File: config.mk
export PLATFORM = sky130hd
export DESIGN_NAME = ctrl_pipe_stage
export DESIGN_NICKNAME = d
export VERILOG_FILES = /design/src/rtl/ctrl_pipe_stage.sv
export SDC_FILE = /design/constraint.sdc
export NUM_CORES = 1
export LEC_CHECK = 0
export CAP_MARGIN = 25
export CORE_MARGIN = 1
export CORE_UTILIZATION = 42
export CTS_CLUSTER_SIZE = 14
export DETAILED_ROUTE_END_ITERATION = 10
export GPL_ROUTABILITY_DRIVEN = 0
export GPL_TIMING_DRIVEN = 1
export PLACE_DENSITY = 0.82
export SETUP_SLACK_MARGIN = 0.5
export SKIP_CTS_REPAIR_TIMING = 1
export SYNTH_ARGS = -nofsm -noshare
export SYNTH_HDL_FRONTEND = slang
export SYNTH_SLANG_ARGS = --single-unit
File: constraint.sdc
create_clock -name i_clk -period 1.7 [get_ports i_clk]
set_input_delay 0.34 -clock i_clk [delete_from_list [all_inputs] [get_ports i_clk]]
set_output_delay 0.34 -clock i_clk [all_outputs]
set_load 0.02 [all_outputs]
File: src/rtl/ctrl_pipe_stage.sv
// ctrl_pipe_stage: carries the decoded ID control bundle through the ID/EX, EX/MEM
// and MEM/WB registers. It also detects load-use hazards, inserts bubbles, flushes
// on a taken branch and freezes the whole pipe on an external stall.
// Optional feature macro: CTRL_PIPE_STATS_EN enables the saturating bubble counter.
// When the macro is undefined, o_bubble_count is tied to 0.
module ctrl_pipe_stage #(
   parameter int unsigned N_BITS_OP  = 6,
   parameter int unsigned N_BITS_REG = 5,
   parameter int unsigned N_BITS_CNT = 16
) (
   input  logic                  i_clk,
   input  logic                  i_reset,
   input  logic                  i_valid,
   input  logic [1:0]            i_alu_op,
   input  logic                  i_alu_src,
   input  logic                  i_reg_dst,
   input  logic                  i_branch,
   input  logic                  i_mem_read,
   input  logic                  i_mem_write,
   input  logic                  i_mem_to_reg,
   input  logic                  i_reg_write,
   input  logic                  i_jump,
   input  logic [N_BITS_OP-1:0]  i_opcode,
   input  logic [N_BITS_REG-1:0] i_rs,
   input  logic [N_BITS_REG-1:0] i_rt,
   input  logic [N_BITS_REG-1:0] i_rd,
   input  logic                  i_branch_taken,
   input  logic                  i_ext_stall,
   output logic                  o_hazard_stall,
   output logic                  o_ex_valid,
   output logic [1:0]            o_ex_alu_op,
   output logic                  o_ex_alu_src,
   output logic                  o_ex_reg_dst,
   output logic                  o_ex_jump,
   output logic [N_BITS_OP-1:0]  o_ex_opcode,
   output logic [N_BITS_REG-1:0] o_ex_rs,
   output logic [N_BITS_REG-1:0] o_ex_rt,
   output logic                  o_mem_valid,
   output logic                  o_mem_branch,
   output logic                  o_mem_read,
   output logic                  o_mem_write,
   output logic                  o_wb_valid,
   output logic                  o_wb_mem_to_reg,
   output logic                  o_wb_reg_write,
   output logic [N_BITS_REG-1:0] o_wb_dst,
   output logic [N_BITS_CNT-1:0] o_bubble_count
);

   // Stage payloads; an all-zero value is a bubble.
   typedef struct packed {
      logic                  valid;
      logic [1:0]            alu_op;
      logic                  alu_src;
      logic                  reg_dst;
      logic                  jump;
      logic [N_BITS_OP-1:0]  opcode;
      logic [N_BITS_REG-1:0] rs;
      logic [N_BITS_REG-1:0] rt;
      logic [N_BITS_REG-1:0] dst;
      logic                  branch;
      logic                  mem_read;
      logic                  mem_write;
      logic                  mem_to_reg;
      logic                  reg_write;
   } ex_t;

   typedef struct packed {
      logic                  valid;
      logic                  branch;
      logic                  mem_read;
      logic                  mem_write;
      logic                  mem_to_reg;
      logic                  reg_write;
      logic [N_BITS_REG-1:0] dst;
   } mem_t;

   typedef struct packed {
      logic                  valid;
      logic                  mem_to_reg;
      logic                  reg_write;
      logic [N_BITS_REG-1:0] dst;
   } wb_t;

   ex_t  ex_q,  ex_d,  id_bundle;
   mem_t mem_q, mem_d, ex_to_mem;
   wb_t  wb_q,  wb_d,  mem_to_wb;

   logic src_match;
   logic load_use;
   logic flush;
   logic hazard;

   // ID bundle formatted for EX; the destination register is resolved here.
   always_comb begin
      id_bundle = '0;
      if (i_valid) begin
         id_bundle.valid      = 1'b1;
         id_bundle.alu_op     = i_alu_op;
         id_bundle.alu_src    = i_alu_src;
         id_bundle.reg_dst    = i_reg_dst;
         id_bundle.jump       = i_jump;
         id_bundle.opcode     = i_opcode;
         id_bundle.rs         = i_rs;
         id_bundle.rt         = i_rt;
         id_bundle.dst        = i_reg_dst ? i_rd : i_rt;
         id_bundle.branch     = i_branch;
         id_bundle.mem_read   = i_mem_read;
         id_bundle.mem_write  = i_mem_write;
         id_bundle.mem_to_reg = i_mem_to_reg;
         id_bundle.reg_write  = i_reg_write;
      end
   end

   // Stage-to-stage field subsets.
   always_comb begin
      ex_to_mem            = '0;
      ex_to_mem.valid      = ex_q.valid;
      ex_to_mem.branch     = ex_q.branch;
      ex_to_mem.mem_read   = ex_q.mem_read;
      ex_to_mem.mem_write  = ex_q.mem_write;
      ex_to_mem.mem_to_reg = ex_q.mem_to_reg;
      ex_to_mem.reg_write  = ex_q.reg_write;
      ex_to_mem.dst        = ex_q.dst;
      mem_to_wb            = '0;
      mem_to_wb.valid      = mem_q.valid;
      mem_to_wb.mem_to_reg = mem_q.mem_to_reg;
      mem_to_wb.reg_write  = mem_q.reg_write;
      mem_to_wb.dst        = mem_q.dst;
   end

   // Load-use detection; $0 never hazards, and freeze or flush suppress the request.
   always_comb begin
      src_match = (ex_q.dst == i_rs) | (ex_q.dst == i_rt);
      load_use  = i_valid & ex_q.valid & ex_q.mem_read & (ex_q.dst != '0) & src_match;
      flush     = i_branch_taken & ~i_ext_stall;
      hazard    = load_use & ~i_ext_stall & ~i_branch_taken;
   end

   assign o_hazard_stall = hazard;

   // Next-state of the three pipeline registers: freeze > flush > hazard > advance.
   always_comb begin
      ex_d  = ex_q;
      mem_d = mem_q;
      wb_d  = wb_q;
      if (!i_ext_stall) begin
         wb_d = mem_to_wb;
         if (flush) begin
            ex_d  = '0;
            mem_d = '0;
         end else if (hazard) begin
            ex_d  = '0;
            mem_d = ex_to_mem;
         end else begin
            ex_d  = id_bundle;
            mem_d = ex_to_mem;
         end
      end
   end

   // Pipeline registers with synchronous reset to all-bubble.
   always_ff @(posedge i_clk) begin
      if (i_reset) begin
         ex_q  <= '0;
         mem_q <= '0;
         wb_q  <= '0;
      end else begin
         ex_q  <= ex_d;
         mem_q <= mem_d;
         wb_q  <= wb_d;
      end
   end

   assign o_ex_valid      = ex_q.valid;
   assign o_ex_alu_op     = ex_q.alu_op;
   assign o_ex_alu_src    = ex_q.alu_src;
   assign o_ex_reg_dst    = ex_q.reg_dst;
   assign o_ex_jump       = ex_q.jump;
   assign o_ex_opcode     = ex_q.opcode;
   assign o_ex_rs         = ex_q.rs;
   assign o_ex_rt         = ex_q.rt;
   assign o_mem_valid     = mem_q.valid;
   assign o_mem_branch    = mem_q.branch;
   assign o_mem_read      = mem_q.mem_read;
   assign o_mem_write     = mem_q.mem_write;
   assign o_wb_valid      = wb_q.valid;
   assign o_wb_mem_to_reg = wb_q.mem_to_reg;
   assign o_wb_reg_write  = wb_q.reg_write;
   assign o_wb_dst        = wb_q.dst;

`ifdef CTRL_PIPE_STATS_EN
   logic [N_BITS_CNT-1:0] bubble_cnt_q, bubble_cnt_d;

   // One count per edge that puts a bubble into EX; saturates at all-ones.
   always_comb begin
      bubble_cnt_d = bubble_cnt_q;
      if ((flush | hazard) && (bubble_cnt_q != '1)) begin
         bubble_cnt_d = bubble_cnt_q + N_BITS_CNT'(1);
      end
   end

   // Counter register.
   always_ff @(posedge i_clk) begin
      if (i_reset) begin
         bubble_cnt_q <= '0;
      end else begin
         bubble_cnt_q <= bubble_cnt_d;
      end
   end

   assign o_bubble_count = bubble_cnt_q;
`else
   assign o_bubble_count = '0;
`endif

endmodule
==> results of run 1 <==
[logic make-up (layout without fill, tap and decap cells)]
family / count (synthesis) / count (layout) / share of synthesized area, %
simple gates: 101 / 101 / 23.84
mux: 13 / 13 / 4.634
flops: 51 / 51 / 36.36
xor+xnor: 10 / 10 / 3.119
compound gates: 77 / 77 / 17.38
other cells: 1 / 16 / 0.1336
buf+inv: 65 / 104 / 14.53
[cell usage in the layout (no fill, tap or decap), types with 2 or more instances in the layout]
cell / count
a21oi_1: 12
a22oi_1: 31
buf_12: 5
buf_2: 9
buf_4: 30
buf_6: 4
clkbuf_2: 12
clkbuf_8: 5
clkdlybuf4s50_1: 32
conb_1: 16
dfxtp_1: 47
dfxtp_2: 4
dlymetal6s2s_1: 2
mux2i_1: 13
nand2_1: 2
nand3_1: 2
nand3b_1: 26
nor2_1: 19
nor3_1: 4
nor3b_1: 37
o21ai_0: 6
o21ai_1: 25
or3_1: 5
xnor2_1: 10
[final cells by class]
type	count	area (sq um)
tap	77	96.34
multi-input combinational	217	1456
sequential	51	1026
inverter	1	3.754
clock inverter	2	12.51
fill	605	2873
timing repair buffer	95	845.8
clock buffer	6	72.57
[stage by stage]
step	power, mW	hold slack [ps]
2_1_floorplan	1.610	458.5
3_3_place_gp	1.770	471.2
3_5_place_dp	1.778	481.8
4_1_cts	2.464	504.4
5_1_grt	2.565	517.2
6_report	2.450	497.9
[worst paths after layout]
path | from | endpoint | depth (start not counted)
worst min-delay path | mem_q[6]$_SDFFE_PP0N_ | o_wb_mem_to_reg$_SDFFE_PP0N_ | 2
worst max register to register | ex_q[8]$_SDFFE_PP0N_ | o_ex_opcode[0]$_SDFFE_PP0N_ | 5
worst min register to register | mem_q[6]$_SDFFE_PP0N_ | o_wb_mem_to_reg$_SDFFE_PP0N_ | 2
worst max-delay path | i_rs[4] | o_hazard_stall | 6
[where the power goes]
part / internal [mW] / total [mW] / switching [mW]
logic: 0.234 / 0.492 / 0.258
clock network: 0.289 / 0.699 / 0.410
registers: 1.24 / 1.26 / 0.0238
total: 1.76 / 2.45 / 0.691
[worst max-delay path, cell delays in order]
cell and delay [ps]:
clkdlybuf4s50_1 470, xnor2_1 240, nand3_1 130, o22ai_2 250
and2_4 190, buf_6 110
[layer usage]
layer / track usage [%] / vias to the layer above
li1: - / 1194
met1: 24.68 / 1165
met2: 31.12 / 76
met3: 4.055 / 11
met4: 6.626 / 0
met5: 0 / -
==> results.env, run 1 <==
FINAL_ANTENNA_NET_COUNT=0
GRT_MAX_DEGREE=37
PATH_CLASS='primary input to output pin'
AVGSYNTHCELLAREA_SQ_UM=8.829
AREA_OF_THE_DIE_SQ_MM=0.007016
ROUTE.VIAS.TOTAL=2446
MAX-VDD-IR-DROP_mV=0.3806
GLOBAL_ROUTE.OVERFLOW_TOTAL=0
FLOORPLAN.DIE.WIDTH_MICRONS=83.76
P_LEAK_nW=1.338
MAXCLOCKFREQUENCY_MHz=484.4
DRT-MET1-WL_MICRONS=2997
LAYOUT-AREA-OVERHEAD-VS-SYNTH_PCT=25.13
FINALNONFILLERCELLS=449
NUM_ROWS=29
SYNTH_TOP_CELLS_BY_AREA='dfxtp_1 36%, nor3b_1 9.9%, buf_4 9.1%, a22oi_1 8.3%, nand3b_1 7.0%'
FRACTION_OF_FINAL_LAYOUT_CELLS_WITH_DRIVE_STRENGTH_GREATER_THAN_1_PCT=21.77
CLOCK_TREE_FROM_TRITONCTS='built'
YS.FLOP_TYPE='dfxtp_1'
DIODES=0
SYNTH.LIB_CELLS_USED.DISTINCT=28
SEQ_AREA_FRAC_SYNTH_PCT=36.36
NUMCTSBUFFERS=5
STDCELL_AREA_SQ_MM=0.003513
FINALCLOCKSKEW_PS=9.280
SETUP.WORST_PATH.START_CLASS='primary input'
SYNTH_WARNINGS=0
SETUP_WS_PS=-364.5
PLACE_INST=440
MOST_REPEATED_CELL_IN_THE_GATE_LEVEL_NETLIST_AFTER_SYNTHESIS='dfxtp_1'
FINALSETUPVIOLCOUNT=32
PLACEMENT.CELL_AREA_SQ_MM=0.003487
DETAIL_ROUTE.FIRST_PASS.ITERATIONS=4
MAXUSEDROUTINGLAYER='met4'
GRT_PASS1_VIAS=2341
SYNTH-EDFF-COUNT=0
END_KIND='output pin'
GRT_ANTENNA_BEFORE_REPAIR=0
P_PER_AREA_mW_PER_MM2=697.4
ROUTEDWLPERCELL_MICRONS=14.92
CLOCK-ROOT-BUFFER='clkbuf_8'
WORSTPATHARRIVAL_PS=1720
FINAL_NETS=407
PRE_CTS_WS_PS=-761.2
LARGEST-REGISTER='ex_q'
REPORTED_MAX_CAP_VIOLATION_COUNT=0
SYN_INST=318
DPL.HPWL_MICRONS=4253
WORST_EP_REQUIRED_TIME_PS=1360
INITIAL_UTILIZATION_PCT=43.97
PORT_BUFFERS=70
CLKSLEWWORSTSETUPHOLDPATHS_PS=90
SYNTH.TOP_CELLS.BY_COUNT='51 x dfxtp_1, 37 x nor3b_1, 34 x buf_4, 31 x a22oi_1, 26 x nand3b_1'
CLOCK_TREE.BUFFER_DEPTH=2
WL_MET3_MICRONS=312
NUMCLOCKSINKS=51
DRC_ERRORS=0
FP.DIEH_MICRONS=83.76
LARGEST_REG_FLOPS=10
STATUS='complete, but fails checks'
VIOLATIONS='setup timing'
CTS_MAX_LEVEL=2
GRT_USAGE_PCT=18.99
FINAL_PERIOD_MINUS_WORST_SETUP_SLACK_PS=2064
FINAL_CORE_UTILIZATION_PCT=55.02
POST-SYNTH-TOP-AREA-FRACTION_PCT=36.36
SYNTH_LARGEST_AREA_CELL='dfxtp_1'
TOTALWIRELENGTH_MICRONS=6701
YS_SEQ_ELEMENTS=51
SETUP_TNS_PS=-949.5
TIMING.CRITICAL_PATH.FANOUT_MAX=3
FLOORPLAN.IO_PINS=87
SHARE_OF_FLIP_FLOPS_WITH_AN_ASYNCHRONOUS_SET_OR_RESET_PCT=0
VIAS_PER_CELL=5.448
HP-CLASS='register to register'
MAPPEDNETLISTAREA_SQ_MM=0.002808
FINAL-MAX-SLEW-VIOLATION-COUNT=0
FINAL_HOLD_VIOL_COUNT=0
GRT_SETUP_UNREPAIRED='yes'
GRT_FIRST_PASS_WIRELENGTH_MICRONS=10940
REGISTER_TO_REGISTER_SETUP_SLACK_PS=-40
ROUTE.MET2.WL_MICRONS=3304
CORE_AREA_SQ_MM=0.006386
DRTITER0DRC=123
FINALCRITPERIODSHARE_PCT=121.4
CLOCK_INSERTION_DELAY_WORST_SKEW_PS=310
No activity file was read; power rests on OpenSTA's default activity.
==> inputs of run 2 (changes only) <==
- GPL_ROUTABILITY_DRIVEN: 0 -> default
==> results of run 2 <==
No change in the layout: final DEF, timing and power equal those of run 1.
==> inputs of run 3 (changes only) <==
- CORE_UTILIZATION: 42 -> 47
- CTS_CLUSTER_SIZE: 14 -> 8
- PLACE_DENSITY: 0.82 -> 0.86
- SLEW_MARGIN: default -> 30
- clock period: 1.7 -> 1.95 ns (I/O delays scaled with it)
==> run 3 against run 2 <==
  * The flow still finishes with violations (setup timing)
  * Clock-buffer cell count is the same
  * Power shrank 6.0%
  * Global-route usage grew 3.3 points
  * Register-to-register slack gained 200 ps
  * First-iteration DRC count grew 88%
  * Cell count shrank 1.6%
  * Flip-flop and latch count is the same
  * Combinational power shrank 12%
  * Worst hold slack lost 5.2 ps
  * Non-clock buffer count shrank 2
  * Sequential share of layout area shrank 1.6 points
  * Highest routed layer unchanged
==> results.env, run 3 (synthesis gave the netlist of run 1 again) <==
GRT_ANTENNA_BEFORE_REPAIR=0
LAYOUT-AREA-OVERHEAD-VS-SYNTH_PCT=32.00
ROUTEDWLPERCELL_MICRONS=15.52
VIOLATIONS='setup timing'
PORT_BUFFERS=70
FINAL_HOLD_VIOL_COUNT=0
FINALSETUPVIOLCOUNT=1
DIODES=0
AREA_OF_THE_DIE_SQ_MM=0.006287
LAYOUT_COMMONEST_CELL='dfxtp_1'
HOLDPATHSTAGES=2
GRT_SETUP_UNREPAIRED='yes'
FINALCRITPERIODSHARE_PCT=109.3
POWER.SHARE.COMBINATIONAL_PCT=18.7
REGISTER_TO_REGISTER_SETUP_SLACK_PS=160
ROUTE.VIAS.TOTAL=2463
MAX-VDD-IR-DROP_mV=0.3808
CLOCK_INSERTION_DELAY_WORST_SKEW_PS=310
GRT_MAX_DEGREE=37
WORST_REG2REG_PATH_LENGTH_IN_CELLS=5
TIMING.CRITICAL_PATH.FANOUT_MAX=2
FINAL_CORE_UTILIZATION_PCT=65.69
FINAL_PERIOD_MINUS_WORST_SETUP_SLACK_PS=2132
FINAL_ANTENNA_NET_COUNT=0
FLOORPLAN.IO_PINS=87
SETUP_TNS_PS=-181.6
CLOCK_TREE_FROM_TRITONCTS='built'
GRT_USAGE_PCT=22.25
DETAIL_ROUTE.FIRST_PASS.ITERATIONS=5
TOTAL_POWER_mW=2.303
SETUP.WORST_PATH.START_CLASS='register'
GLOBAL_ROUTE.OVERFLOW_TOTAL=0
MAXCLOCKFREQUENCY_MHz=469.1
WORST_EP_REQUIRED_TIME_PS=1560
CLKSLEWWORSTSETUPHOLDPATHS_PS=100
GP_CONGESTION=0.7727
FINALCLOCKSKEW_PS=8.601
VIAS_PER_CELL=5.572
LARGEST-REGISTER='ex_q'
PRE_CTS_WS_PS=-567.1
HOLDPATHEND='o_wb_dst[3]$_SDFFE_PP0N_'
WORSTPATHARRIVAL_PS=1740
HP-CLASS='register to register'
NUMCLOCKSINKS=51
CORE_AREA_SQ_MM=0.005642
STATUS='complete, but fails checks'
NUMCTSBUFFERS=5
INTPOWER_mW=1.699
INITIAL_UTILIZATION_PCT=49.77
MOST-COMMON-LAYOUT-CELLS='49 x dfxtp_1, 37 x nor3b_1, 35 x dlymetal6s2s_1, 32 x clkdlybuf4s50_1, 31 x a22oi_1'
P_PER_AREA_mW_PER_MM2=621.5
NETSWITCHINGPOWER_mW=0.6043
FINAL_NETS=405
HOLD_PATH_STARTPOINT='o_wb_dst[3]$_SDFFE_PP0N_'
FLOORPLAN.DIE.WIDTH_MICRONS=79.29
TOTALWIRELENGTH_MICRONS=6860
FINAL-MAX-SLEW-VIOLATION-COUNT=0
NUM_ROWS=27
PATH_CLASS='register to output pin'
POWER.SEQUENTIAL.FRACTION_PCT=47.6
SETUP_WS_PS=-181.6
CLOCK_TREE.BUFFER_DEPTH=2
GRT_PASS1_VIAS=2324
FP.DIEH_MICRONS=79.29
END_KIND='output pin'
DRTITER0DRC=231
FRACTION_OF_FINAL_LAYOUT_CELLS_WITH_DRIVE_STRENGTH_GREATER_THAN_1_PCT=12.16
LARGEST_REG_FLOPS=10
GRT_FIRST_PASS_WIRELENGTH_MICRONS=11010
P_LEAK_nW=1.868
CLOCK-ROOT-BUFFER='clkbuf_8'
DRC_ERRORS=0
POWER_SWITCHING_SHARE_PCT=26.23
CTS_MAX_LEVEL=2
REPORTED_MAX_CAP_VIOLATION_COUNT=0
TIMING.RR.START='ex_q[6]$_SDFFE_PP0N_'
DPL.HPWL_MICRONS=4291
CRIT-REG2REG-CAPTURE='o_ex_opcode[1]$_SDFFE_PP0N_'
CLKPWRFRAC_PCT=33.7
[run 3: cell count changes in the layout (fill, tap and decap cells not counted), sizes merged]
cell          previous run  this run
dlymetal6s2s             2        35
buf                     48        24
clkbuf                  19         8
bufinv                   0         1
clkinvlp                 1         0
[run 3: stage by stage]
step	hold WS (ps)	std cells	cell area, sq um
2_1_floorplan	458.5	333	2898
3_3_place_gp	471.3	432	3446
3_5_place_dp	481.1	432	3446
4_1_cts	503.5	440	3563
5_1_grt	533.4	442	3706
6_report	492.6	442	3706
[run 3: worst max-delay path by stage]
| stage | startpoint | end | slack [ps] | cells after the start |
|---|---|---|---|---|
| after floorplan | ex_q[9]$_SDFFE_PP0N_ | o_hazard_stall | 180 | 4 |
| after global placement | i_rs[4] | o_hazard_stall | -580 | 6 |
| after detailed placement | i_branch_taken | o_hazard_stall | -570 | 6 |
| after CTS | ex_q[9]$_SDFFE_PP0N_ | o_hazard_stall | -600 | 5 |
| after global routing | ex_q[6]$_SDFFE_PP0N_ | o_hazard_stall | -230 | 5 |
| final | ex_q[6]$_SDFFE_PP0N_ | o_hazard_stall | -180 | 5 |
[run 3: power groups by stage]
stage | combinational [mW] | clock (mW) | sequential (mW)
after floorplan | 0.275 | 0 | 1.13
after global placement | 0.414 | 0 | 1.12
after detailed placement | 0.419 | 0 | 1.12
after CTS | 0.422 | 0.777 | 1.10
after global routing | 0.460 | 0.833 | 1.10
final | 0.431 | 0.775 | 1.10
[run 3: metal layers]
layer	share of wire (%)	GRT usage, %
met3	6.4	4.253
met1	43	28.01
met4	1.7	8.727
met5	0	0
met2	49	37.24
[run 3: cell type report]
| type | count | area (sq um) |
|---|---|---|
| well taps | 72 | 90.09 |
| clock buffers | 6 | 82.58 |
| flip-flops and latches | 51 | 1023 |
| repair buffers | 93 | 1015 |
| clock inverters | 2 | 35.03 |
| fillers | 422 | 1936 |
| inverters | 1 | 3.754 |
| multi-input cells | 217 | 1456 |
[run 3: critical path, stage by stage (launching register included)]
cell and delay (ps):
dfxtp_2 330, or4_4 540, o2111ai_4 220, inv_2 60, and2_4 150, buf_6 120
